**src/rtl/keypad_pkg.sv**
```systemverilog
`default_nettype none
// ============================================================================
// keypad_pkg : key map, display mux states and shared helpers
// Rev 1.0
// ============================================================================
package keypad_pkg;

  typedef enum logic [1:0] {
    SHOW_R  = 2'd0,
    BLANK_R = 2'd1,
    SHOW_L  = 2'd2,
    BLANK_L = 2'd3
  } mux_state_e;

  localparam logic [6:0] SEG_BLANK = 7'b1111111;

  // Anode patterns, active-low: an[1] = left (older), an[0] = right (newer)
  localparam logic [1:0] AN_RIGHT = 2'b10;
  localparam logic [1:0] AN_LEFT  = 2'b01;
  localparam logic [1:0] AN_OFF   = 2'b11;

  // KEY_MAP[row][col]
  localparam logic [3:0] KEY_MAP [4][4] = '{
    '{4'h1, 4'h2, 4'h3, 4'hA},
    '{4'h4, 4'h5, 4'h6, 4'hB},
    '{4'h7, 4'h8, 4'h9, 4'hC},
    '{4'hE, 4'h0, 4'hF, 4'hD}
  };

  function automatic logic is_onehot4(input logic [3:0] v);
    return (v != 4'd0) && ((v & (v - 4'd1)) == 4'd0);
  endfunction

  // Only meaningful when v is one-hot
  function automatic logic [1:0] onehot_idx4(input logic [3:0] v);
    logic [1:0] idx;
    idx = 2'd0;
    if (v[1]) idx = 2'd1;
    if (v[2]) idx = 2'd2;
    if (v[3]) idx = 2'd3;
    return idx;
  endfunction

endpackage
`default_nettype wire

```
**src/rtl/keypad_digit_display_seg.sv**
```systemverilog
`default_nettype none
// ============================================================================
// seven_seg_hex : 4-bit hex to active-low {g,f,e,d,c,b,a} segment pattern
// Rev 1.0
// ============================================================================
module seven_seg_hex
  import keypad_pkg::*;
(
  input  logic [3:0] hex_i,
  output logic [6:0] seg_o
);

  always_comb begin
    seg_o = SEG_BLANK;
    case (hex_i)
      4'h0: seg_o = 7'b1000000;
      4'h1: seg_o = 7'b1111001;
      4'h2: seg_o = 7'b0100100;
      4'h3: seg_o = 7'b0110000;
      4'h4: seg_o = 7'b0011001;
      4'h5: seg_o = 7'b0010010;
      4'h6: seg_o = 7'b0000010;
      4'h7: seg_o = 7'b1111000;
      4'h8: seg_o = 7'b0000000;
      4'h9: seg_o = 7'b0010000;
      4'hA: seg_o = 7'b0001000;
      4'hB: seg_o = 7'b0000011;
      4'hC: seg_o = 7'b1000110;
      4'hD: seg_o = 7'b0100001;
      4'hE: seg_o = 7'b0000110;
      4'hF: seg_o = 7'b0001110;
      default: seg_o = SEG_BLANK;
    endcase
  end

endmodule
`default_nettype wire

```
**src/rtl/keypad_digit_display.sv**
```systemverilog
`default_nettype none
// ============================================================================
// keypad_digit_display : decodes confirmed keypresses into a two-digit history
// and time-multiplexes it onto a dual seven-segment display.
// Rev 1.0
// ============================================================================
module keypad_digit_display
  import keypad_pkg::*;
#(
  parameter int CLK_HZ    = 48_000_000,
  parameter int MUX_DIV   = 24_000,
  parameter int BLANK_CYC = 480
) (
  input  logic       clk,
  input  logic       reset,
  input  logic [3:0] row,
  input  logic [3:0] col,
  input  logic       en,
  output logic [6:0] seg,
  output logic [1:0] an,
  output logic [3:0] keyCode,
  output logic       keyValid
);

  localparam int CNT_W = (MUX_DIV > 1) ? $clog2(MUX_DIV) : 1;
  localparam logic [CNT_W-1:0] SHOW_RELOAD  = CNT_W'(MUX_DIV - 1);
  localparam logic [CNT_W-1:0] BLANK_RELOAD = CNT_W'(BLANK_CYC - 1);

  // The shared down-counter is sized for the show phase; blank must fit in it.
  if (BLANK_CYC > MUX_DIV || CLK_HZ < 1) begin : g_param_out_of_range
  end

  mux_state_e       state_q;
  logic [CNT_W-1:0] cnt_q;
  logic [1:0]       an_q;

  logic [3:0] older_q, newer_q;
  logic       vld_old_q, vld_new_q;
  logic [3:0] keycode_q;
  logic       keyvalid_q;

  logic       accept_d;
  logic [3:0] code_d;
  logic [3:0] hex_sel;
  logic [6:0] hex_seg;

  assign accept_d = en && is_onehot4(row) && is_onehot4(col);
  assign code_d   = KEY_MAP[onehot_idx4(row)][onehot_idx4(col)];

  always_ff @(posedge clk or negedge reset) begin
    if (!reset) begin
      older_q    <= 4'd0;
      newer_q    <= 4'd0;
      vld_old_q  <= 1'b0;
      vld_new_q  <= 1'b0;
      keycode_q  <= 4'd0;
      keyvalid_q <= 1'b0;
    end else begin
      keyvalid_q <= accept_d;
      if (accept_d) begin
        older_q   <= newer_q;
        newer_q   <= code_d;
        vld_old_q <= vld_new_q;
        vld_new_q <= 1'b1;
        keycode_q <= code_d;
      end
    end
  end

  // Mux timing free-runs; key activity never touches it.
  always_ff @(posedge clk or negedge reset) begin
    if (!reset) begin
      state_q <= SHOW_R;
      cnt_q   <= SHOW_RELOAD;
      an_q    <= AN_RIGHT;
    end else if (cnt_q == '0) begin
      case (state_q)
        SHOW_R: begin
          state_q <= BLANK_R;
          cnt_q   <= BLANK_RELOAD;
          an_q    <= AN_OFF;
        end
        BLANK_R: begin
          state_q <= SHOW_L;
          cnt_q   <= SHOW_RELOAD;
          an_q    <= AN_LEFT;
        end
        SHOW_L: begin
          state_q <= BLANK_L;
          cnt_q   <= BLANK_RELOAD;
          an_q    <= AN_OFF;
        end
        default: begin
          state_q <= SHOW_R;
          cnt_q   <= SHOW_RELOAD;
          an_q    <= AN_RIGHT;
        end
      endcase
    end else begin
      cnt_q <= cnt_q - 1'b1;
    end
  end

  assign hex_sel = (state_q == SHOW_L) ? older_q : newer_q;

  seven_seg_hex u_seg (
    .hex_i (hex_sel),
    .seg_o (hex_seg)
  );

  always_comb begin
    seg = SEG_BLANK;
    case (state_q)
      SHOW_R:  if (vld_new_q) seg = hex_seg;
      SHOW_L:  if (vld_old_q) seg = hex_seg;
      default: seg = SEG_BLANK;
    endcase
  end

  assign an       = an_q;
  assign keyCode  = keycode_q;
  assign keyValid = keyvalid_q;

endmodule
`default_nettype wire

```
**config.mk**
```make
export PLATFORM = sky130hd
export DESIGN_NAME = keypad_digit_display
export DESIGN_NICKNAME = d
export VERILOG_FILES = /design/src/rtl/keypad_pkg.sv /design/src/rtl/keypad_digit_display_seg.sv /design/src/rtl/keypad_digit_display.sv
export SDC_FILE = /design/constraint.sdc
export NUM_CORES = 1
export LEC_CHECK = 0
export ABC_CLOCK_PERIOD_IN_PS = 2310
export BUFFER_PORTS_ARGS = -buffer_cell sky130_fd_sc_hd__buf_2
export CORE_MARGIN = 2
export CORE_UTILIZATION = 52
export CTS_BUF_LIST = sky130_fd_sc_hd__clkbuf_16
export DETAILED_ROUTE_END_ITERATION = 12
export PLACE_DENSITY = 0.76
export SYNTH_ARGS = -nofsm -noshare
export SYNTH_HDL_FRONTEND = slang
export SYNTH_SLANG_ARGS = --single-unit
```
**constraint.sdc**
```tcl
create_clock -name clk -period 2.31 [get_ports clk]
set_input_delay 0.1155 -clock clk [delete_from_list [all_inputs] [get_ports clk]]
set_output_delay 0.1155 -clock clk [all_outputs]
set_load 0.1 [all_outputs]
```
Yosys cells after proc, flatten, opt, wreduce, memory -nomap -nowiden. Memory sizes are Yosys's and may differ from the RTL's. Cells that the tools add are included.

Memories kept: 1. Output and inout bits: 14. RAM bits: 0. ROM bits: 112. Register bits after elaboration: 30. Latch bits: 0.

Memories: (name not given) (words 16, width 7, read ports 1, clocked after memory_dff 0, wr ports 0, line keypad_digit_display_seg.sv:15) `case (hex_i)`.

Div/mod/pow operators: 0. $lt $le $gt $ge: 2. Shifts and indexed selects: 0. Equal/unequal tests: 2. Multiplexer cells: 20. $add $sub $neg: 3. Reductions and logical operators: 11. Bitwise gates (word level): 4. Multiply operators: 0.

Operator list (count): $bmux 16 s2 (1); $mux 16 (2); $mux 15 (2); $logic_not 15->1 (1); $sub 15x1->15 const B (1); $mux 7 (2); $pmux 7 s2 (1); $mux 4 (3); $and 4x4->4 (2); $bmux 4 s2 (1); $logic_not 4->1 (2); $mux 2 (4); $reduce_bool 4->1 (2); $sub 4x1->4 const B (2); $ge 3x3->1 const B (2); $not 2->3 (2); $pmux 2 s3 (1); $logic_and 1x1->1 (4); $pmux 2 s2 (1); $eq 2x1->1 const B (1); $eq 2x2->1 const B (1); $logic_not 2->1 (1); $mux 1 (2); $reduce_or 2->1 (1).

Logic depth before layout (Yosys ltp). Gate-level depths: netlist (run 1).

Depth in word-level cells: 10. Mapped depth: 9. Mapped depth without buffers: 8.

Cells and area by module. A second synthesis (run 1) with hierarchy kept.

Cell total of the unflattened synthesis: 195. Area, all modules: 1988.2 um^2.

By module, submodules not included: keypad_digit_display (times used 1, cells an instance 163, seq. area each 767.0 um^2, area an instance 1712.9 um^2); seven_seg_hex (times used 1, cells an instance 32, seq. area each 0.0 um^2, area an instance 275.3 um^2).

Worst setup path after synthesis (run 1). OpenSTA, ideal clock, no wires.

Kind: reg-to-output. Start point: register keyCode[0] (netlist name). End point: output port seg[3]. Stages on the path, launching flop included: 7. Data arrival time: 3.952 ns. Setup slack: -1.758 ns. Path buffers: 0. Cell sequence: dfrtp_1 > mux2_2 > inv_1 > ha_1 > nand2_1 > and3_1 > o21ai_0.

RTL lines: to (decl) (line keypad_digit_display.sv:19) `output logic [6:0] seg,`.

Worst setup path after layout (run 1).
Start point: register state_q[0]. End point: output port seg[3].

Word-level cells in the longest chain between the ends: 5.

Ends and longest elaborated chain: from (decl) (line keypad_digit_display.sv:33) `mux_state_e state_q;`; from (signal assigned) (line keypad_digit_display.sv:73) `state_q <= SHOW_R;`; from (signal assigned) (line keypad_digit_display.sv:79) `state_q <= BLANK_R;`; from (signal assigned) (line keypad_digit_display.sv:84) `state_q <= SHOW_L;`; $eq 2x2->1 (line keypad_digit_display.sv:104, keypad_digit_display.sv:113); $mux 4 (line keypad_digit_display.sv:104) `assign hex_sel = (state_q == SHOW_L) ? older_q : newer_q;`; $mem_v2 16x7; $mux 7 (on tied branches) (line keypad_digit_display.sv:115, keypad_digit_display.sv:114); $pmux 7 s2 * (line keypad_digit_display.sv:113) `case (state_q)`.

Mark *: on every way between the ends. The rest lies on a longest branch, timed or not.

==> impl_metrics.csv, run 1 <==
group,metric,value,unit
cells_and_area,final-seq-area,773,µm²
die,die_height,64.7,µm
die,die_w,64.7,µm
synth,synth-async-reset-ratio,1.00,
clocking,h-tree-depth,2,
critical_path,critPathBufInv,3,
cells_and_area,layout.cells.non_filler,290,
critical_path,max_stage_delay,0.39,ns
cells_and_area,diodes,0,
cells_and_area,fillers,233,
cells_and_area,layout.cells.most_common_list,"20 x sky130_fd_sc_hd__buf_4, 17 x sky130_fd_sc_hd__buf_2, 14 x sky130_fd_sc_hd__nand2_1",
timing,final.period_utilization,1.01,
status,status,"finished with violations",
global_routing,grt_pass1_vias,1531,
critical_path,timing.critical_path.to_type,"output port",
cells_and_area,multiInputGateArea,1230,µm²
timing,worst_slew_margin_rel,0.321,
synth,synth-edff-count,0,
pwr,power.density,855,nW/µm²
die,design.die.area,4180,µm²
critical_path,arrival,2.23,ns
placement,placed_cells,271,
critical_path,type_of_origin_of_the_critical_path,"flop",
route,number_of_drc_markers_in_iteration_0,57,
route,post-route-drc-count,0,
timing,rsz0062_at_grt,"true",
clocking,clk-insertion-delay-late,0.28,ns
synth,postSynthCellCount,195,
clocking,cts-buffers-inserted,5,
cells_and_area,nets,264,
synth,synth-main-ff-cell,"sky130_fd_sc_hd__dfrtp_1",
synth,share_of_the_yosys_chip_area_belonging_to_registers,0.401,
route,drt-pass1-iter-count,4,
timing,setup_slack_of_the_critical_path_after_layout,-0.0342,ns
timing,maxClockFrequency,427,MHz
synth,ys_warn_count,0,
clocking,library_cell_used_as_clock_root_buffer,"sky130_fd_sc_hd__clkbuf_16",
global_routing,grt_first_pass_wirelength,7010,µm
timing,setup_violations,1,
timing,slew_viol_final,0,
synth,syn_area,1910,µm²
cells_and_area,area_growth_syn_to_layout,41.0,%
pwr,totalPowerFinal,2.31,mW
critical_path,critPathMostFrequentCell,"sky130_fd_sc_hd__ha_4",
status,failed_checks,"negative setup slack",
timing,worst-slew-pin-transition,1.01,ns
placement,numPortBuffers,24,
critical_path,slowest_stage,"sky130_fd_sc_hd__dfrtp_1",
pwr,p_leak,1.17,nW
synth,postSynthRegisterBits,30,
critical_path,worstPathCellList,"inv_2 > ha_4 > mux2_4 > ha_4 > buf_4 > and2_4 > a211oi_2 > o21ai_2 > buf_12",
clocking,clkSlewWorstSetupHoldPaths,0.05,ns
route,finalWirelength,4490,µm
timing,hold_violations,0,
die,ioPinCount,25,
global_routing,grt_start_max_net_pins,31,
critical_path,cpLargestDelayFamily,"flip-flops",
synth,syn_nets,218,
cells_and_area,final_layout_size_suffix_gt1_frac,0.479,
timing,setup_tns,-0.0342,ns
timing,finalClockSkew,0.00544,ns
placement,dp.final_hpwl,2860,µm
global_routing,grt_usage,0.215,
run,drv.max_cap_violation_count,0,
critical_path,worstSetupPathType,"reg2out",
clocking,cts_buffer_depth,2,
placement,routabilityCongestion,0.813,
die,initial_core_util,0.531,
pwr,vdd_drop_max,0.607,mV
die,fp-row-count,22,
clocking,cts.sink_count,30,
global_routing,globalRouteOverflowTotal,0,
route,detail-route-antenna-nets,0,
route,wl_per_cell,15.5,µm
critical_path,timing.critical_path.fanout_max,5,
route,num_vias,1622,
synth,avgSynthCellArea,9.82,µm²
route,vias_per_cell,5.59,
clocking,cts_tree,"built",
critical_path,required,2.19,ns
timing,post-route-min-period,2.34,ns
worst_hold_path,timing.hold.worst.class,"in2reg",
cells_and_area,final_common_cell,"sky130_fd_sc_hd__buf_4",
die,core_area,3610,µm²
synth,synth.distinct_cells,42,
global_routing,grt_antenna_before_repair,0,
-- logic make-up (layout without fill, tap and decap cells) --
group           Yosys count  in the layout  synth area share
fa+ha+maj                12             12            0.0784
flops                    30             30             0.401
mux                      18             18             0.106
simple gates             62             62             0.180
buf+inv                  23             70            0.0536
xor+xnor                 12             12            0.0549
compound gates           38             38             0.126
-- Yosys cell counts, types with 3 or more instances --
cell type	instances	area [µm²]
sky130_fd_sc_hd__nor4b_1	4	35.0
sky130_fd_sc_hd__mux2i_1	3	30.0
sky130_fd_sc_hd__dfstp_2	13	342
sky130_fd_sc_hd__and2_1	3	18.8
sky130_fd_sc_hd__nand2b_1	5	31.3
sky130_fd_sc_hd__nor3_1	8	40.0
sky130_fd_sc_hd__nor4_1	3	18.8
sky130_fd_sc_hd__dfrtp_1	17	425
sky130_fd_sc_hd__xnor2_1	8	70.1
sky130_fd_sc_hd__clkbuf_1	7	26.3
sky130_fd_sc_hd__nand2_1	14	52.6
sky130_fd_sc_hd__o21ai_0	8	40.0
sky130_fd_sc_hd__a21oi_1	12	60.1
sky130_fd_sc_hd__xor2_1	4	35.0
sky130_fd_sc_hd__nor2_1	8	30.0
sky130_fd_sc_hd__mux2_2	14	158
sky130_fd_sc_hd__o221ai_1	3	26.3
sky130_fd_sc_hd__o31ai_1	3	22.5
sky130_fd_sc_hd__nand3_1	4	20.0
sky130_fd_sc_hd__inv_1	13	48.8
sky130_fd_sc_hd__or4_1	3	22.5
sky130_fd_sc_hd__ha_1	12	150
sky130_fd_sc_hd__o211ai_1	3	22.5
-- worst register-to-register path: cells and delay by family (launching register included) --
family,cells,cell delay [ns]
AND/OR/NAND/NOR,3,1.24
buffers and inverters,2,0.27
AO/OA/AOI/OAI,1,0.07
flip-flops,1,0.36
adder cells (fa/ha/maj),1,0.19
-- cell type report --
cell class	count	share of cell area
well taps	48	0.0223
repair buffers	49	0.157
inverters	13	0.0181
clock buffers	5	0.0464
flip-flops and latches	30	0.287
clock inverters	3	0.0139
multi-input cells	142	0.456
-- stage by stage --
step	util	hold slack, ns	worst slack [ns]	instance area, µm²
after CTS	0.711	0.287	0.00896	2560
after global placement	0.646	0.174	0.0552	2330
after floorplan	-	-0.180	-0.534	2020
after detailed placement	0.646	0.175	0.0202	2330
final	0.748	0.292	-0.0342	2700
after global routing	0.748	0.321	-0.0682	2700
-- registers in the layout, indices dropped and copies added (netlist names) --
| signal | flops |
|---|---|
| an | 2 |
| cnt_q | 15 |
| keyCode | 4 |
| keyValid | 1 |
| older_q | 4 |
| state_q | 2 |
| vld_new_q | 1 |
| vld_old_q | 1 |
-- layer usage --
layer | GRT usage | wire length (µm) | share of wire | vias to the layer above
met5 | 0 | 0 | 0 | -
met4 | 0.0798 | 73 | 0.016 | 0
met3 | 0.0434 | 135 | 0.030 | 8
met2 | 0.365 | 2230 | 0.50 | 32
met1 | 0.273 | 2040 | 0.46 | 788
li1 | - | - | - | 794
-- what timing repair did --
action | 4_1_cts | 5_1_grt
pin swaps | 2 | 7
gates resized for setup | 11 | 21
hold buffers | 1 | 0
setup endpoints to repair | 7 | 14
hold endpoints to repair | 17 | 0
setup buffers | 3 | 7
cloned | 0 | 0
-- report_power, final --
group,switching (mW),internal [mW]
logic,0.582,0.354
registers,0.0564,0.602
clock network,0.216,0.499
-- path summary, 6_finish.rpt --
path / start / endpoint / slack [ns] / cells past startpoint
max in group asynchronous: reset / state_q[1]$_DFFE_PN0P_ / 1.44 / 2
min in group asynchronous: reset / cnt_q[13]$_DFF_PN0_ / 0.41 / 2
max: state_q[0]$_DFFE_PN0P_ / seg[3] / -0.03 / 9
min reg2reg: cnt_q[0]$_DFF_PN1_ / cnt_q[0]$_DFF_PN1_ / 0.46 / 1
max reg2reg: cnt_q[1]$_DFF_PN1_ / state_q[0]$_DFFE_PN0P_ / 0.06 / 7
min: col[2] / keyCode[2]$_DFFE_PN0P_ / 0.29 / 4
Note: power is estimated with default switching activity, not from simulation.
==> inputs of run 2 (changes only) <==
BUFFER_PORTS_ARGS = default   (was -buffer_cell sky130_fd_sc_hd__buf_2)
CORE_UTILIZATION = 57   (was 52)
DONT_BUFFER_PORTS = 1   (was default)
PLACE_DENSITY = 0.77   (was 0.76)
==> run 2 against run 1 <==
Net effect: the flow still finishes with violations (negative setup slack); worst setup slack improved by 0.0083 ns; power decreased by 2.5%; final cell count decreased by 6.9%; non-clock buffer count decreased by 18; sequential power increased by 2%; highest routed layer unchanged.
==> impl_metrics.csv, run 2 (synthesis gave the netlist of run 1 again) <==
group,metric,value,unit
timing,setup_tns,-0.0398,ns
critical_path,arrival,2.22,ns
critical_path,type_of_origin_of_the_critical_path,"flop",
placement,dp.final_hpwl,2930,µm
clocking,cts_buffer_depth,2,
critical_path,timing.critical_path.to_type,"output port",
cells_and_area,nets,246,
global_routing,globalRouteOverflowTotal,0,
placement,routabilityCongestion,0.906,
route,number_of_drc_markers_in_iteration_0,131,
cells_and_area,largest_reg_flops,15,
critical_path,worst-r2r-setup-slack,0.07,ns
global_routing,grt_first_pass_wirelength,6710,µm
timing,setup_violations,2,
cells_and_area,layout.cells.non_filler,270,
run,drv.max_cap_violation_count,0,
timing,rsz0062_at_grt,"true",
timing,post-route-min-period,2.34,ns
route,num_vias,1583,
global_routing,grt_antenna_before_repair,0,
global_routing,grt_pass1_vias,1484,
timing,worst_slew_margin_rel,0.300,
cells_and_area,layout.cells.most_common_list,"19 x sky130_fd_sc_hd__buf_4, 13 x sky130_fd_sc_hd__nand2_1, 13 x sky130_fd_sc_hd__dfrtp_1, 13 x sky130_fd_sc_hd__dfstp_2, 11 x sky130_fd_sc_hd__mux2_2",
placement,numPortBuffers,0,
die,core_area,3280,µm²
clocking,h-tree-depth,2,
cells_and_area,fillers,169,
pwr,totalPowerFinal,2.25,mW
clocking,cts.sink_count,30,
route,vias_per_cell,5.86,
critical_path,worstSetupPathType,"reg2out",
global_routing,globalRouteMet2Util,0.391,
route,drt-pass1-iter-count,4,
cells_and_area,final_common_cell,"sky130_fd_sc_hd__buf_4",
route,post-route-drc-count,0,
global_routing,grt_usage,0.244,
timing,finalClockSkew,0.00626,ns
timing,setup_slack_of_the_critical_path_after_layout,-0.0259,ns
cells_and_area,final_layout_size_suffix_gt1_frac,0.442,
critical_path,required,2.19,ns
status,failed_checks,"negative setup slack",
die,fp-row-count,21,
die,design.die.area,3840,µm²
critical_path,timing.critical_path.fanout_max,6,
route,finalWirelength,4720,µm
critical_path,reg2reg_to,"state_q[1]$_DFFE_PN0P_",
clocking,cts-buffers-inserted,5,
die,initial_core_util,0.583,
clocking,clk-insertion-delay-late,0.27,ns
cells_and_area,finalInstanceArea,2630,µm²
critical_path,worst_setup_path_startpoint,"state_q[0]$_DFFE_PN0P_",
pwr,p_leak,1.10,nW
clocking,library_cell_used_as_clock_root_buffer,"sky130_fd_sc_hd__clkbuf_16",
cells_and_area,area_growth_syn_to_layout,37.5,%
global_routing,busiest_layer,"met2",
global_routing,grtUsageMet3,0.0642,
critical_path,crit_path_end,"seg[0]",
die,die_height,62.0,µm
pwr,power.density,855,nW/µm²
route,detail-route-antenna-nets,0,
placement,dpl-instance-area,2230,µm²
critical_path,timing.reg2reg.worst_path_depth,5,
die,ioPinCount,25,
timing,slew_viol_final,0,
timing,maxClockFrequency,428,MHz
global_routing,grt_start_max_net_pins,31,
clocking,clkSlewWorstSetupHoldPaths,0.05,ns
cells_and_area,diodes,0,
clocking,cts_tree,"built",
worst_hold_path,timing.hold.worst.class,"in2reg",
route,wl_per_cell,17.5,µm
pwr,vdd_drop_max,0.651,mV
critical_path,worstReg2RegStart,"cnt_q[0]$_DFF_PN1_",
timing,hold_violations,0,
timing,final.period_utilization,1.01,
timing,hold-worst-slack,0.100,ns
global_routing,gr-usage-met1,0.290,
cells_and_area,registers.top_by_ff_count,"cnt_q",
die,die_w,62.0,µm
status,status,"finished with violations",
timing,worst-slew-pin-transition,1.05,ns
placement,placed_cells,247,
[run 2: cell types whose count changed in the layout (fill, tap and decap cells not counted), moves of 2 or more]
| cell | change |
|---|---|
| sky130_fd_sc_hd__buf_2 | -16 |
| sky130_fd_sc_hd__mux2i_4 | +2 |
| sky130_fd_sc_hd__inv_2 | -2 |
| sky130_fd_sc_hd__clkbuf_16 | +2 |
[run 2: per-layer routing]
layer / wire, µm / part of all wire / vias to the layer above
met5: 0 / 0 / -
met4: 218 / 0.046 / 0
met3: 183 / 0.039 / 19
met2: 2350 / 0.50 / 60
met1: 1960 / 0.42 / 757
li1: - / - / 747
[run 2: area by class of cell]
cell class	count	area, µm²	area share
multi-input cells	142	1260	0.479
repair buffers	31	350	0.133
inverters	13	51.3	0.0195
well taps	46	57.6	0.0219
flip-flops and latches	30	772	0.293
clock inverters	3	16.3	0.00618
clock buffers	5	125	0.0475
[run 2: what timing repair did]
item / CTS / global route
cloned: 0 / 1
setup endpoints to repair: 7 / 14
pin swaps: 0 / 5
buffers inserted: 2 / 10
endpoints found under the hold margin: 30 / 0
hold buffers: 2 / 0
gates resized for setup: 13 / 21
[run 2: how the worst min path moves through the flow]
stage | start | to | cells past startpoint
6_report | col[3] | keyCode[2]$_DFFE_PN0P_ | 3
5_1_grt | col[3] | keyCode[2]$_DFFE_PN0P_ | 3
3_3_place_gp | reset | cnt_q[9]$_DFF_PN0_ | 0
4_1_cts | col[3] | keyCode[2]$_DFFE_PN0P_ | 3
3_5_place_dp | reset | cnt_q[9]$_DFF_PN0_ | 0
2_1_floorplan | reset | an[0]$_DFFE_PN0P_ | 0
[run 2: power breakdown]
group,switching [mW],internal (mW),leakage [nW]
clock network,0.225,0.392,0.0672
registers,0.0721,0.601,0.341
logic,0.617,0.343,0.694
[run 2: critical path, cell delays in order, from the launching register on]
cell	delay, ns
sky130_fd_sc_hd__dfrtp_1	0.41
sky130_fd_sc_hd__inv_2	0.10
sky130_fd_sc_hd__ha_4	0.19
sky130_fd_sc_hd__mux2_4	0.36
sky130_fd_sc_hd__ha_4	0.19
sky130_fd_sc_hd__or3_4	0.38
sky130_fd_sc_hd__o21ai_4	0.08
sky130_fd_sc_hd__o21ai_4	0.07
sky130_fd_sc_hd__buf_12	0.16
[run 2: per-stage QoR]
stage | worst slack, ns | util
after global placement | 0.0448 | 0.678
after floorplan | -0.534 | -
after detailed placement | -0.0285 | 0.678
final | -0.0259 | 0.802
after CTS | -0.0545 | 0.749
after global routing | -0.109 | 0.802
